### config.mk
export PLATFORM = sky130hd
export DESIGN_NAME = multiply_seq_flat
export DESIGN_NICKNAME = d
export VERILOG_FILES = /design/src/rtl/mul_pkg.sv /design/src/rtl/multiply_seq_if.sv /design/src/rtl/multiply_seq.sv /design/src/flat_wrapper.sv
export SDC_FILE = /design/constraint.sdc
export NUM_CORES = 1
export LEC_CHECK = 0
export ABC_CLOCK_PERIOD_IN_PS = 3100
export CELL_PAD_IN_SITES_DETAIL_PLACEMENT = 0
export CELL_PAD_IN_SITES_GLOBAL_PLACEMENT = 2
export CORE_UTILIZATION = 34
export DETAILED_ROUTE_END_ITERATION = 7
export PLACE_DENSITY_LB_ADDON = 0.1
export SETUP_SLACK_MARGIN = 0.5
export SYNTH_ARGS = -nofsm -noshare
export SYNTH_HDL_FRONTEND = slang
export SYNTH_SLANG_ARGS = --single-unit
export TNS_END_PERCENT = 5
### constraint.sdc
create_clock -name clk -period 3.1 [get_ports clk]
set_input_delay 0.62 -clock clk [delete_from_list [all_inputs] [get_ports clk]]
set_output_delay 0.62 -clock clk [all_outputs]
set_load 0.01 [all_outputs]
### src/rtl/mul_pkg.sv
// Shared sign-magnitude definitions for the ALU multiply/divide datapath.
// Holds field widths, the sign-bit index helper and the sequencer state type.
package mul_pkg;

    localparam int N_DEF      = 8;
    localparam int MAG_W      = N_DEF;
    localparam int OP_W       = N_DEF + 1;
    localparam int PROD_MAG_W = 2 * N_DEF;
    localparam int PROD_W     = 2 * N_DEF + 1;

    // The sign sits directly above the magnitude field.
    function automatic int sign_bit(input int mag_w);
        return mag_w;
    endfunction

    typedef enum logic [1:0] {
        IDLE = 2'd0,
        RUN  = 2'd1,
        DONE = 2'd2
    } state_t;

endpackage

### src/rtl/multiply_seq_if.sv
// Start/done handshake and sign-magnitude operand/product bus of the multiplier.
// The ALU controller drives through master; the multiplier sits on slave.
interface multiply_seq_if
    import mul_pkg::*;
#(
    parameter int N = N_DEF
);

    logic         start;
    logic [N:0]   X;
    logic [N:0]   Y;
    logic         busy;
    logic         done;
    logic [2*N:0] Prod;

    modport master (output start, output X, output Y,
                    input busy, input done, input Prod);
    modport slave  (input start, input X, input Y,
                    output busy, output done, output Prod);

endinterface

### src/rtl/multiply_seq.sv
// Sequential shift-add sign-magnitude multiplier, one partial product per clock.
// Optional build macro MUL_EARLY_EXIT_EN stops once the remaining multiplier bits are zero.
module multiply_seq
    import mul_pkg::*;
#(
    parameter int N = N_DEF
) (
    input  logic          clk,
    input  logic          rst_n,
    multiply_seq_if.slave bus
);

    localparam int            CW   = (N > 1) ? $clog2(N) : 1;
    localparam logic [CW-1:0] LAST = CW'(N - 1);

    state_t         state, state_nx;
    logic [N-1:0]   mcand, mplier, mplier_nx;
    logic [2*N-1:0] acc, acc_nx, mag_nx;
    logic [N:0]     sum;
    logic [CW-1:0]  cnt;
    logic           sgn;
    logic [2*N:0]   prod;
    logic           accept, last_step, busy, done;

    // One add-shift step: the carry out of the upper half drops into the top bit.
    always_comb begin
        sum       = {1'b0, acc[2*N-1:N]} + (mplier[0] ? {1'b0, mcand} : {(N+1){1'b0}});
        acc_nx    = {sum, acc[N-1:1]};
        mplier_nx = {1'b0, mplier[N-1:1]};
`ifdef MUL_EARLY_EXIT_EN
        // Stopping early leaves the product high by the skipped shifts.
        last_step = (mplier_nx == '0) || (cnt == LAST);
        mag_nx    = acc_nx >> (LAST - cnt);
`else
        last_step = (cnt == LAST);
        mag_nx    = acc_nx;
`endif
    end

    always_comb begin
        state_nx = state;
        accept   = 1'b0;
        busy     = 1'b0;
        done     = 1'b0;
        case (state)
            IDLE: begin
                if (bus.start) begin
                    accept   = 1'b1;
                    state_nx = RUN;
                end
            end
            RUN: begin
                busy = 1'b1;
                if (last_step) state_nx = DONE;
            end
            DONE: begin
                done = 1'b1;
                if (bus.start) begin
                    accept   = 1'b1;
                    state_nx = RUN;
                end else begin
                    state_nx = IDLE;
                end
            end
            default: state_nx = IDLE;
        endcase
    end

    always_ff @(posedge clk or negedge rst_n) begin
        if (!rst_n) begin
            state <= IDLE;
        end else begin
            state <= state_nx;
        end
    end

    always_ff @(posedge clk or negedge rst_n) begin
        if (!rst_n) begin
            mcand  <= '0;
            mplier <= '0;
            acc    <= '0;
            cnt    <= '0;
            sgn    <= 1'b0;
            prod   <= '0;
        end else if (accept) begin
            mcand  <= bus.X[N-1:0];
            mplier <= bus.Y[N-1:0];
            acc    <= '0;
            cnt    <= '0;
            sgn    <= bus.X[sign_bit(N)] ^ bus.Y[sign_bit(N)];
        end else if (state == RUN) begin
            acc    <= acc_nx;
            mplier <= mplier_nx;
            cnt    <= cnt + 1'b1;
            // A zero magnitude always reports positive, even for -0 operands.
            if (last_step) prod <= {sgn & (|mag_nx), mag_nx};
        end
    end

    assign bus.busy = busy;
    assign bus.done = done;
    assign bus.Prod = prod;

endmodule

### src/flat_wrapper.sv
// flat-port wrapper written by rule: the top's interface ports become plain ports
module multiply_seq_flat import mul_pkg::*;
#(
    parameter int N = N_DEF
)
  (clk, rst_n, bus_start, bus_X, bus_Y, bus_busy, bus_done, bus_Prod);
  multiply_seq_if #(.N(N)) bus_i ();
  input  logic clk;
  input  logic rst_n;
  input wire logic [$bits(bus_i.start)-1:0] bus_start;
  input wire logic [$bits(bus_i.X)-1:0] bus_X;
  input wire logic [$bits(bus_i.Y)-1:0] bus_Y;
  output wire logic [$bits(bus_i.busy)-1:0] bus_busy;
  output wire logic [$bits(bus_i.done)-1:0] bus_done;
  output wire logic [$bits(bus_i.Prod)-1:0] bus_Prod;
  assign bus_i.start = bus_start;
  assign bus_i.X = bus_X;
  assign bus_i.Y = bus_Y;
  assign bus_busy = bus_i.busy;
  assign bus_done = bus_i.done;
  assign bus_Prod = bus_i.Prod;
  multiply_seq #(.N(N)) u_core (.clk(clk), .rst_n(rst_n), .bus(bus_i));
endmodule
# == Yosys cells after proc, flatten, opt, wreduce, memory -nomap -nowiden ==
# Cells that the tools add are included.
# totals
output_inout_bits,19
ram_bits,0
in_bits,21
wordCells,38
latchBits,0
rom_bits,0
regBits,55
memories,0
# classes
muxes,15
n_addsub,2
shift,0
n_eq_ne,5
order_cmp,0
bitwise_logic,3
n_div,0
n_reduce_logical,6
multipliers,0
# ops
operator,n
16-bit two-way mux,2
8-bit two-way mux,3
16-bit OR reduction,1
8-bit by 9-bit adder with 9-bit output,1
3-bit two-way mux,2
2-bit case mux with 3 select lines,1
1-bit two-way mux,5
2-bit two-way mux,2
3-bit by 1-bit adder with 3-bit output (second input constant),1
3-bit equality test (second input constant),1
3-bit AND reduction,1
2-bit by 1-bit equality test with 1-bit output (second input constant),1
2-bit equality test (second input constant),1
2-bit logical NOT,1
2-bit by 1-bit != test with 1-bit output (second input constant),1
2-bit != test (second input constant),1
2-bit AND reduction,1
2-bit nonzero test,1
2-bit OR reduction,1
1-bit AND,1
1-bit inverter,1
1-bit bitwise XOR,1

# == Logic depth before layout (Yosys ltp) ==
# depth
ltp_word,5
mapped_depth,10
mapped_depth_nobuf,10

# == Least setup slack after synthesis ==
# No wires, ideal clock.
# synth_path
path_type,register to register
from,reg u_core.mplier[0]
to,reg u_core.prod[16] (netlist: u_core.bus.Prod[16])
period_less_slack_ps,2136
path_buffers,0
t_required_ps,2968
arrival_ps,2004
setup_ps,132
path_slack_ps,964
path_stages_with_launch,11
cell_sequence,dfrtp_1 -> and2_1 -> ha_1 -> inv_1 -> fa_1 -> nor2b_1 -> o21ai_1 -> o211ai_1 -> xnor2_1 -> nor4b_2 -> a31oi_1
# synth_between
elab_chain_len,4
# synth_rtl
item,line,rtl
start: declaration,multiply_seq.sv:17,"logic [N-1:0] mcand, mplier, mplier_nx;"
start signal: assignment,multiply_seq.sv:87,mplier <= bus.Y[N-1:0];
start signal: assignment,multiply_seq.sv:93,mplier <= mplier_nx;
8-bit two-way mux,multiply_seq.sv:27,"sum = {1'b0, acc[2*N-1:N]} + (mplier[0] ? {1'b0, mcand} : {(N+1){1'b0}});"
8-bit by 9-bit adder with 9-bit output,multiply_seq.sv:27,
16-bit OR reduction,multiply_seq.sv:96,"if (last_step) prod <= {sgn & (|mag_nx), mag_nx};"
1-bit AND,multiply_seq.sv:96,
end signal: assignment,multiply_seq.sv:96,
end: declaration,multiply_seq.sv:22,logic [2*N:0] prod;
# No other way between the ends.
# A chain may end at the register's enable or synchronous reset.

# == Worst setup path in the final report ==
# Ends and elaborated chain as after synthesis.

==> qor.yml <==
layout:
  drive_gt1_share_pct: 12.77
  fillCellCount: 673
  finalNetCount: 305
  final_util_pct: 44.48
  layout_commonest_cell: "nand2_1"
  antenna_cells: 0
  syn_to_final_growth_pct: 24.85
  final_cell_mix: "58 x nand2_1, 53 x dfrtp_1, 38 x clkdlybuf4s50_1"
routing:
  ant_nets: 0
  wl_per_cell_um: 14.19
  vias: 1743
  drtPass1Iterations: 4
  via_per_inst: 4.711
  drtIter0Drc: 37
  wl_mm: 5.252
  drcViolationCount: 0
hold_path:
  min_path_type: "in2async"
timing:
  fin_crit_ps: 2429
  hold_viol_final: 0
  clock.fmax_ghz: 0.4116
  fin_skew_ps: 6.052
  slew_headroom_pct: 45.15
  fin_tns_setup_ps: 0
  setup_viol: 0
  holdWs_ps: 414.1
  maxSlewViolCount: 0
  period_share_pct: 78.37
  rsz0062_at_grt: "true"
  tightest_slew_ps: 822.8
critical_path:
  worstRegToRegCells: 9
  crit_fanout: 9
  critPathLaunchType: "flop"
  critPathKind: "reg2reg"
  worst_ep_required_time_ps: 3290
  critPathCaptureType: "flop"
  rr_endpoint: "u_core.bus.Prod[16]"
  cp_data_arrival_time_ps: 2620
  regToRegStartpoint: "u_core.mplier[0]"
  r2r_setup_slack_ps: 670
clock_tree:
  hold_buffers: 0
  h-tree-depth: 2
  cts_buffers: 5
  clkSinkCount: 54
  worstSkewPairLatency_ps: 320
  cts_resized: 0
  cts_tree: "yes"
  cts_buffer_depth: 2
  post_cts_buffers: 0
  path_clk_slew_ps: 100
  cts-root-buf: "clkbuf_8"
global_routing:
  grtUsageTotal_pct: 16.01
  grt_max_degree: 55
  antenna_found_initial: 0
  grt_pass1_vias: 1798
  grt_first_pass_wirelength_mm: 9.045
  grt.overflow.total: 0
yosys:
  yosys_warnings: 0
  synth_fp_nets: 263
  synth_cells: 231
  synthesis.area_um2: 2447
  ys_ff_latch: 54
  synth_edf_count: 0
  syn_area_per_cell_um2: 10.59
  postSynth.asyncResetShare_pct: 100.0
  synthFlopType: "dfrtp_1"
  seq_area_frac_synth_pct: 55.21
  synth_cell_type_count: 36
power_and_ir_drop:
  powerDensity_nw_per_um2: 992.4
  p_leak_nw: 1.401
  peakVddDrop_v: 0.0004008
outcome:
  status: "completed"
floorplan:
  coreArea_um2: 6869
  initial_core_util_pct: 35.63
  io_pins: 40
  die-area_um2: 7541
  die_h_um: 86.84
  rows: 30
  dieWidth_um: 86.84
place:
  place.port_buffers: 39
  place.gp.congestion: 0.7241
  dpl.hpwl_mm: 3.706
run:
  drv_cap: 0
## sequential cells by signal, summed over array words and instances (netlist names)
register / flops
u_core.state: 2
u_core.acc: 15
u_core.cnt: 3
u_core.sgn: 1
u_core.mplier: 8
u_core.mcand: 8
u_core.bus.Prod: 17
## how the worst max path moves through the flow
stage | startpoint | end | slack (ps) | cells after the start
6_report | u_core.mplier[0] | u_core.bus.Prod[16] | 670 | 9
2_1_floorplan | u_core.mplier[0] | u_core.bus.Prod[16] | 960 | 10
5_1_grt | u_core.mplier[0] | u_core.bus.Prod[16] | 480 | 10
3_5_place_dp | u_core.mplier[0] | u_core.bus.Prod[16] | 650 | 9
3_3_place_gp | u_core.mplier[0] | u_core.bus.Prod[16] | 780 | 9
4_1_cts | u_core.state[1] | bus_busy | 540 | 3
## per-layer routing
layer	up-vias	track usage (%)	share of wire (%)	wire, um
met5	-	0	0	0
met4	0	6.818	1.8	93
met3	8	2.857	3.0	156
met2	26	24.62	46	2394
met1	839	22.17	50	2606
li1	870	-	-	-
## cell usage after synthesis (3+ instances only)
library cell	n	area, um^2
a31oi_1	5	31.28
xnor2_1	4	35.03
a22oi_1	3	22.52
o21ai_0	16	80.08
and2_1	7	43.79
nand2_1	58	217.7
nor2_1	10	37.54
a22o_1	9	78.83
nor2b_1	3	18.77
dfrtp_1	54	1351
inv_1	5	18.77
clkbuf_1	9	33.78
nand2b_1	3	18.77
mux2_2	10	112.6
ha_1	10	125.1
## power breakdown
part | internal, mW | switching (mW) | total, mW
combinational | 0.688 | 0.695 | 1.38
sequential | 1.02 | 0.204 | 1.22
clock | 0.167 | 0.259 | 0.426
## area by class of cell
cell class	count	area, um^2	area share, %
Sequential cell	54	1353	44.27
Multi-Input combinational cell	161	1035	33.87
Timing Repair Buffer	45	430.4	14.09
Tap cell	96	120.1	3.931
Clock buffer	5	68.82	2.252
Clock inverter	3	26.28	0.8600
Inverter	6	22.52	0.7371
## per-stage QoR
step                setup WS [ps]  instances  power, mW  instance area (um^2)
CTS                         543.7        370      3.080                  3052
global placement            776.9        362      2.644                  2957
global route                475.7        370      3.298                  3055
finish                      670.6        370      3.032                  3055
floorplan                   964.0        231      2.066                  2447
detailed placement          652.9        362      2.643                  2957
## cells by family after synthesis
family | share of synthesized area (%)
muxes | 5.010
xor gates and xnor gates | 2.147
AOI/OAI and AO/OA | 12.93
and+or+nand+nor | 16.16
buffers and inverters | 2.607
DFF | 55.21
adders and majority gates | 5.931
## critical path, stage by stage, from the launching register on
cell and delay, ps:
dfrtp_2 430, and2_1 140, ha_1 190, inv_1 60
fa_1 400, xor2_1 240, nor4b_1 270, nand4_1 160
nor4b_2 280, a31oi_1 120
No activity file was read; power rests on OpenSTA's default activity.
